$ cat src/rtl/bmd_256_echo_pkg.sv
// Shared types and width defaults for the echo stamp reader.
package bmd_256_echo_pkg;

    localparam int STAMP_W_DEF = 64;
    localparam int CNT_W_DEF   = 32;

    typedef enum logic [1:0] {
        IDLE = 2'd0,
        WAIT = 2'd1,
        HOLD = 2'd2,
        DONE = 2'd3
    } echo_state_t;

endpackage

$ cat src/rtl/bmd_256_echo_stamp_reader.sv
// Pops arrival stamps from an external FIFO, computes the wait delta and hands
// each stamp to the TX builder until target_count echoes have been accepted.
module bmd_256_echo_stamp_reader
    import bmd_256_echo_pkg::*;
#(
    parameter int STAMP_W = STAMP_W_DEF,
    parameter int CNT_W   = CNT_W_DEF
) (
    input  logic               clk,
    input  logic               rst_n,
    input  logic               trigger,
    input  logic [CNT_W-1:0]   target_count,
    input  logic [STAMP_W-1:0] waiting_counter,
    input  logic [STAMP_W-1:0] fifo_dout,
    input  logic               fifo_empty,
    output logic               fifo_rd_en,
    output logic [STAMP_W-1:0] tx_stamp,
    output logic [STAMP_W-1:0] tx_delta,
    output logic               tx_valid,
    input  logic               tx_ready,
    output logic [CNT_W-1:0]   tx_sent_cnt,
    output logic               echo_done
);

    echo_state_t      state, state_nx;
    logic             rd_en_nx, valid_nx, done_nx;
    logic             capture, cnt_inc, cnt_clr;
    logic [CNT_W-1:0] cnt_plus;

    assign cnt_plus = tx_sent_cnt + CNT_W'(1);

    always_ff @(posedge clk) begin
        if (!rst_n) begin
            state       <= IDLE;
            fifo_rd_en  <= 1'b0;
            tx_valid    <= 1'b0;
            echo_done   <= 1'b0;
            tx_sent_cnt <= '0;
            tx_stamp    <= '0;
            tx_delta    <= '0;
        end else begin
            state      <= state_nx;
            fifo_rd_en <= rd_en_nx;
            tx_valid   <= valid_nx;
            echo_done  <= done_nx;
            if (cnt_clr)
                tx_sent_cnt <= '0;
            else if (cnt_inc)
                tx_sent_cnt <= cnt_plus;
            if (capture) begin
                tx_stamp <= fifo_dout;
                tx_delta <= waiting_counter - fifo_dout;
            end
        end
    end

    // The target check in IDLE runs before any read, so the count cannot overshoot.
    always_comb begin
        state_nx = state;
        rd_en_nx = 1'b0;
        valid_nx = tx_valid;
        done_nx  = echo_done;
        capture  = 1'b0;
        cnt_inc  = 1'b0;
        cnt_clr  = 1'b0;
        case (state)
            IDLE: begin
                if (!trigger) begin
                    cnt_clr = 1'b1;
                end else if (tx_sent_cnt == target_count) begin
                    state_nx = DONE;
                    done_nx  = 1'b1;
                end else if (!fifo_empty) begin
                    rd_en_nx = 1'b1;
                    state_nx = WAIT;
                end
            end
            WAIT: begin
                capture  = 1'b1;
                valid_nx = 1'b1;
                state_nx = HOLD;
            end
            HOLD: begin
                // Trigger is ignored here: a stamp in flight always completes.
                if (tx_ready) begin
                    valid_nx = 1'b0;
                    cnt_inc  = 1'b1;
                    if (cnt_plus == target_count) begin
                        state_nx = DONE;
                        done_nx  = 1'b1;
                    end else begin
                        state_nx = IDLE;
                    end
                end
            end
            DONE: begin
                if (!trigger) begin
                    cnt_clr  = 1'b1;
                    done_nx  = 1'b0;
                    state_nx = IDLE;
                end
            end
            default: state_nx = IDLE;
        endcase
    end

endmodule
$ cat config.mk
export PLATFORM = sky130hd
export DESIGN_NAME = bmd_256_echo_stamp_reader
export DESIGN_NICKNAME = d
export VERILOG_FILES = /design/src/rtl/bmd_256_echo_pkg.sv /design/src/rtl/bmd_256_echo_stamp_reader.sv
export SDC_FILE = /design/constraint.sdc
export NUM_CORES = 1
export LEC_CHECK = 0
export ABC_CLOCK_PERIOD_IN_PS = 6000
export BUFFER_PORTS_ARGS = -buffer_cell sky130_fd_sc_hd__buf_2
export CORE_UTILIZATION = 58
export DETAILED_ROUTE_END_ITERATION = 16
export PLACE_DENSITY_LB_ADDON = 0.1
export REMOVE_ABC_BUFFERS = 1
export SLEW_MARGIN = 20
export SYNTH_ARGS = -nofsm -noshare
export SYNTH_HDL_FRONTEND = slang
export SYNTH_SLANG_ARGS = --single-unit
$ cat constraint.sdc
create_clock -name clk -period 6 [get_ports clk]
set_input_delay 0.3 -clock clk [delete_from_list [all_inputs] [get_ports clk]]
set_output_delay 0.3 -clock clk [all_outputs]
set_load 0.05 [all_outputs]
==> flow_summary.ini <==
[final_layout]
antenna_cells = 0
final_cell_mix = 327 x buf_2, 179 x nor2_1, 165 x dfxtp_1
seqCellArea_sq_um = 3300
area.growth.synth_to_final_pct = 19.9
final_area_sq_um = 13700
multiInputGateArea_sq_um = 7400
final_nets = 1914
drive_above_1_share_pct = 23.2
num-fill-cells = 1631
layout_commonest_cell = buf_2

[clocking]
postCtsHoldBufs = 0
clkLatencyLatePin_ns = 0.43
cts.path.max_buffers = 2
cts.htree.levels = 4
cts_made_buffers = 17
cts_resized = 0
cts_tree = built
cts-root-buf = clkbuf_16
cts_setup_buffers = 0
clk_pin_slew_ns = 0.07
cts.sinks = 165

[placement]
pre_cts_ws_ns = 2.50
port_buffers = 327
hpwlAfterDp_mm = 24.2
post_dp_cell_area_sq_um = 13000
place_congestion = 0.960

[sta]
final.min_clock_period_ns = 3.42
period_share_pct = 57.0
max_slew_margin_pct = 35.1
final.setup.tns_ns = 0
tightestPinTransition_ns = 0.974
rsz0062_at_grt = false
finClkSkew_ns = 0.0107
slew_violations = 0
whs_ns = 0.120
hold_violations = 0
fin_ws_ns = 2.58
fmax_mhz = 293
finalSetupViolations = 0

[yosys]
synth-async-reset-ratio_pct = 0
synth_edf_count = 0
avgSynthCellArea_sq_um = 8.10
synth_cells = 1409
synth_cell_types = 80
synthesis.area_sq_um = 11400
yosysWarnings = 0
ys_ff_latch = 165
synth.area.top_cells = dfxtp_1 29%, mux2i_1 9.3%, ha_1 7.7%, xnor2_1 6.0%, nor2_1 5.9%
yosysSeqAreaShare_pct = 29.0
synth-main-ff-cell = dfxtp_1
synth_top_area_share_pct = 29.0
yosysTopAreaCell = dfxtp_1

[grt]
overflow = 0
grt_max_degree = 73
antenna_found_initial = 0
grt_pass1_vias = 10500
track_usage_pct = 31.5
grt_pass1_wl_mm = 51.4

[power_and_ir_drop]
p_int_mw = 2.79
power_frac_comb_pct = 47.4
p_clk_share_pct = 23.8
switching_share_pct = 44.6
switching_power_mw = 2.25
leakagePower_nw = 6.39
powerDensity_nw_per_um2 = 369
finalPower_mw = 5.04
power_frac_seq_pct = 28.8
vdd_ir_drop_max_mv = 0.316

[die]
die_w_um = 142
placementRows = 50
start_util_pct = 60.0
die_y_um = 142
coreArea_sq_um = 19000
dieArea_sq_um = 20200
pin_count = 328

[run]
drv_cap = 0

[worst_setup_path]
arrival_ns = 3.75
setup.worst_path.class = reg2reg
critical_path_required_ns = 6.33
cp-end-kind = flop
rr_worst_depth = 11
r2r_end = echo_done
r2r_start = tx_sent_cnt[0]
r2r_slack_ns = 2.58
critPathLaunchType = flop
crit_fanout = 11

[route]
wl_per_cell_um = 16.5
drt-total-wl_mm = 32.2
viasPerCell = 5.77
vias = 11300
antenna_left = 0
first_pass_iters = 7
post-route-drc-count = 0
drt_iter0_drc = 691

[min_path]
hold_class = in2reg
hold_path_depth = 3
min_from = fifo_dout[11]
hold_path_end = tx_stamp[11]

[status]
status = finished, final reports clean
[cell type report]
| class | instances | area share, % |
|---|---|---|
| multi-input cells | 1073 | 54.2 |
| flip-flops and latches | 165 | 24.2 |
| repair buffers | 332 | 12.2 |
| clock buffers | 20 | 3.34 |
| inverters | 89 | 2.45 |
| well taps | 260 | 2.38 |
| clock inverters | 11 | 1.27 |
[worst max-delay path by stage]
stage / from / to / slack, ns
after floorplan: state[1] / tx_delta[62] / -0.38
after global placement: waiting_counter[0] / tx_delta[62] / 2.54
after detailed placement: waiting_counter[0] / tx_delta[62] / 2.50
after CTS: tx_sent_cnt[0] / echo_done / 2.64
after global routing: tx_sent_cnt[0] / state[1] / 2.41
final: tx_sent_cnt[0] / echo_done / 2.58
[synthesized netlist by cell type (all sizes together) (6+ instances only)]
cell,instances
a211oi,7
nor4,13
xnor2,78
a31oi,22
nand2,79
inv,89
mux2i,106
nand4,43
o21ai,63
and2,12
nor2,180
o211ai,15
nand3b,23
a21oi,80
nor2b,13
and4,7
or3,7
nor3,18
ha,70
buf,24
clkbuf,58
dfxtp,165
nand3,34
and3,10
o21bai,15
xor2,47
o31ai,6
o21a,10
a21o,46
nand2b,9
[metrics by stage]
step	utilization (%)	cells
final	71.9	1950
after global routing	71.9	1950
after CTS	71.9	1950
after detailed placement	68.6	1919
after global placement	68.6	1919
after floorplan	-	1327
[kinds of logic (layout without fill, tap and decap cells)]
group                      count (synthesis)  in the layout  share of synthesized area (%)
muxes                                    108            108                           9.50
xor gates and xnor gates                 125            125                           9.60
AOI/OAI and AO/OA                        304            304                           17.1
adders and majority gates                 71             71                           7.85
DFF                                      165            165                           29.0
buffers and inverters                    171            452                           6.28
and+or+nand+nor                          465            465                           20.7
[worst max-delay path: stages (launching register included)]
cell,delay [ns]
dfxtp_1,0.43
ha_1,0.25
nand3_2,0.25
or4_4,0.66
nor2_2,0.23
nand2_1,0.12
xnor2_1,0.15
nor4_2,0.26
o2111ai_1,0.21
a2111oi_2,0.47
nor2_1,0.08
a211oi_1,0.21
[flip-flops by register name (all words and copies together) (netlist names)]
register	flops
fifo_rd_en	1
tx_valid	1
tx_stamp	64
tx_sent_cnt	32
echo_done	1
tx_delta	64
state	2
[routing by layer]
| layer | global-route usage (%) | part of all wire (%) |
|---|---|---|
| met1 | 40.9 | 44 |
| met2 | 52.5 | 47 |
| met3 | 5.42 | 7.1 |
| met4 | 10.9 | 2.4 |
| met5 | 0 | 0 |
[power groups by stage]
stage / sequential (mW) / clock (mW) / combinational (mW)
2_1_floorplan: 2.25 / 0 / 1.17
3_3_place_gp: 1.46 / 0 / 2.35
3_5_place_dp: 1.47 / 0 / 2.38
4_1_cts: 1.45 / 1.21 / 2.39
5_1_grt: 1.48 / 1.25 / 2.55
6_report: 1.45 / 1.20 / 2.39
No activity file was read; power rests on OpenSTA's default activity.
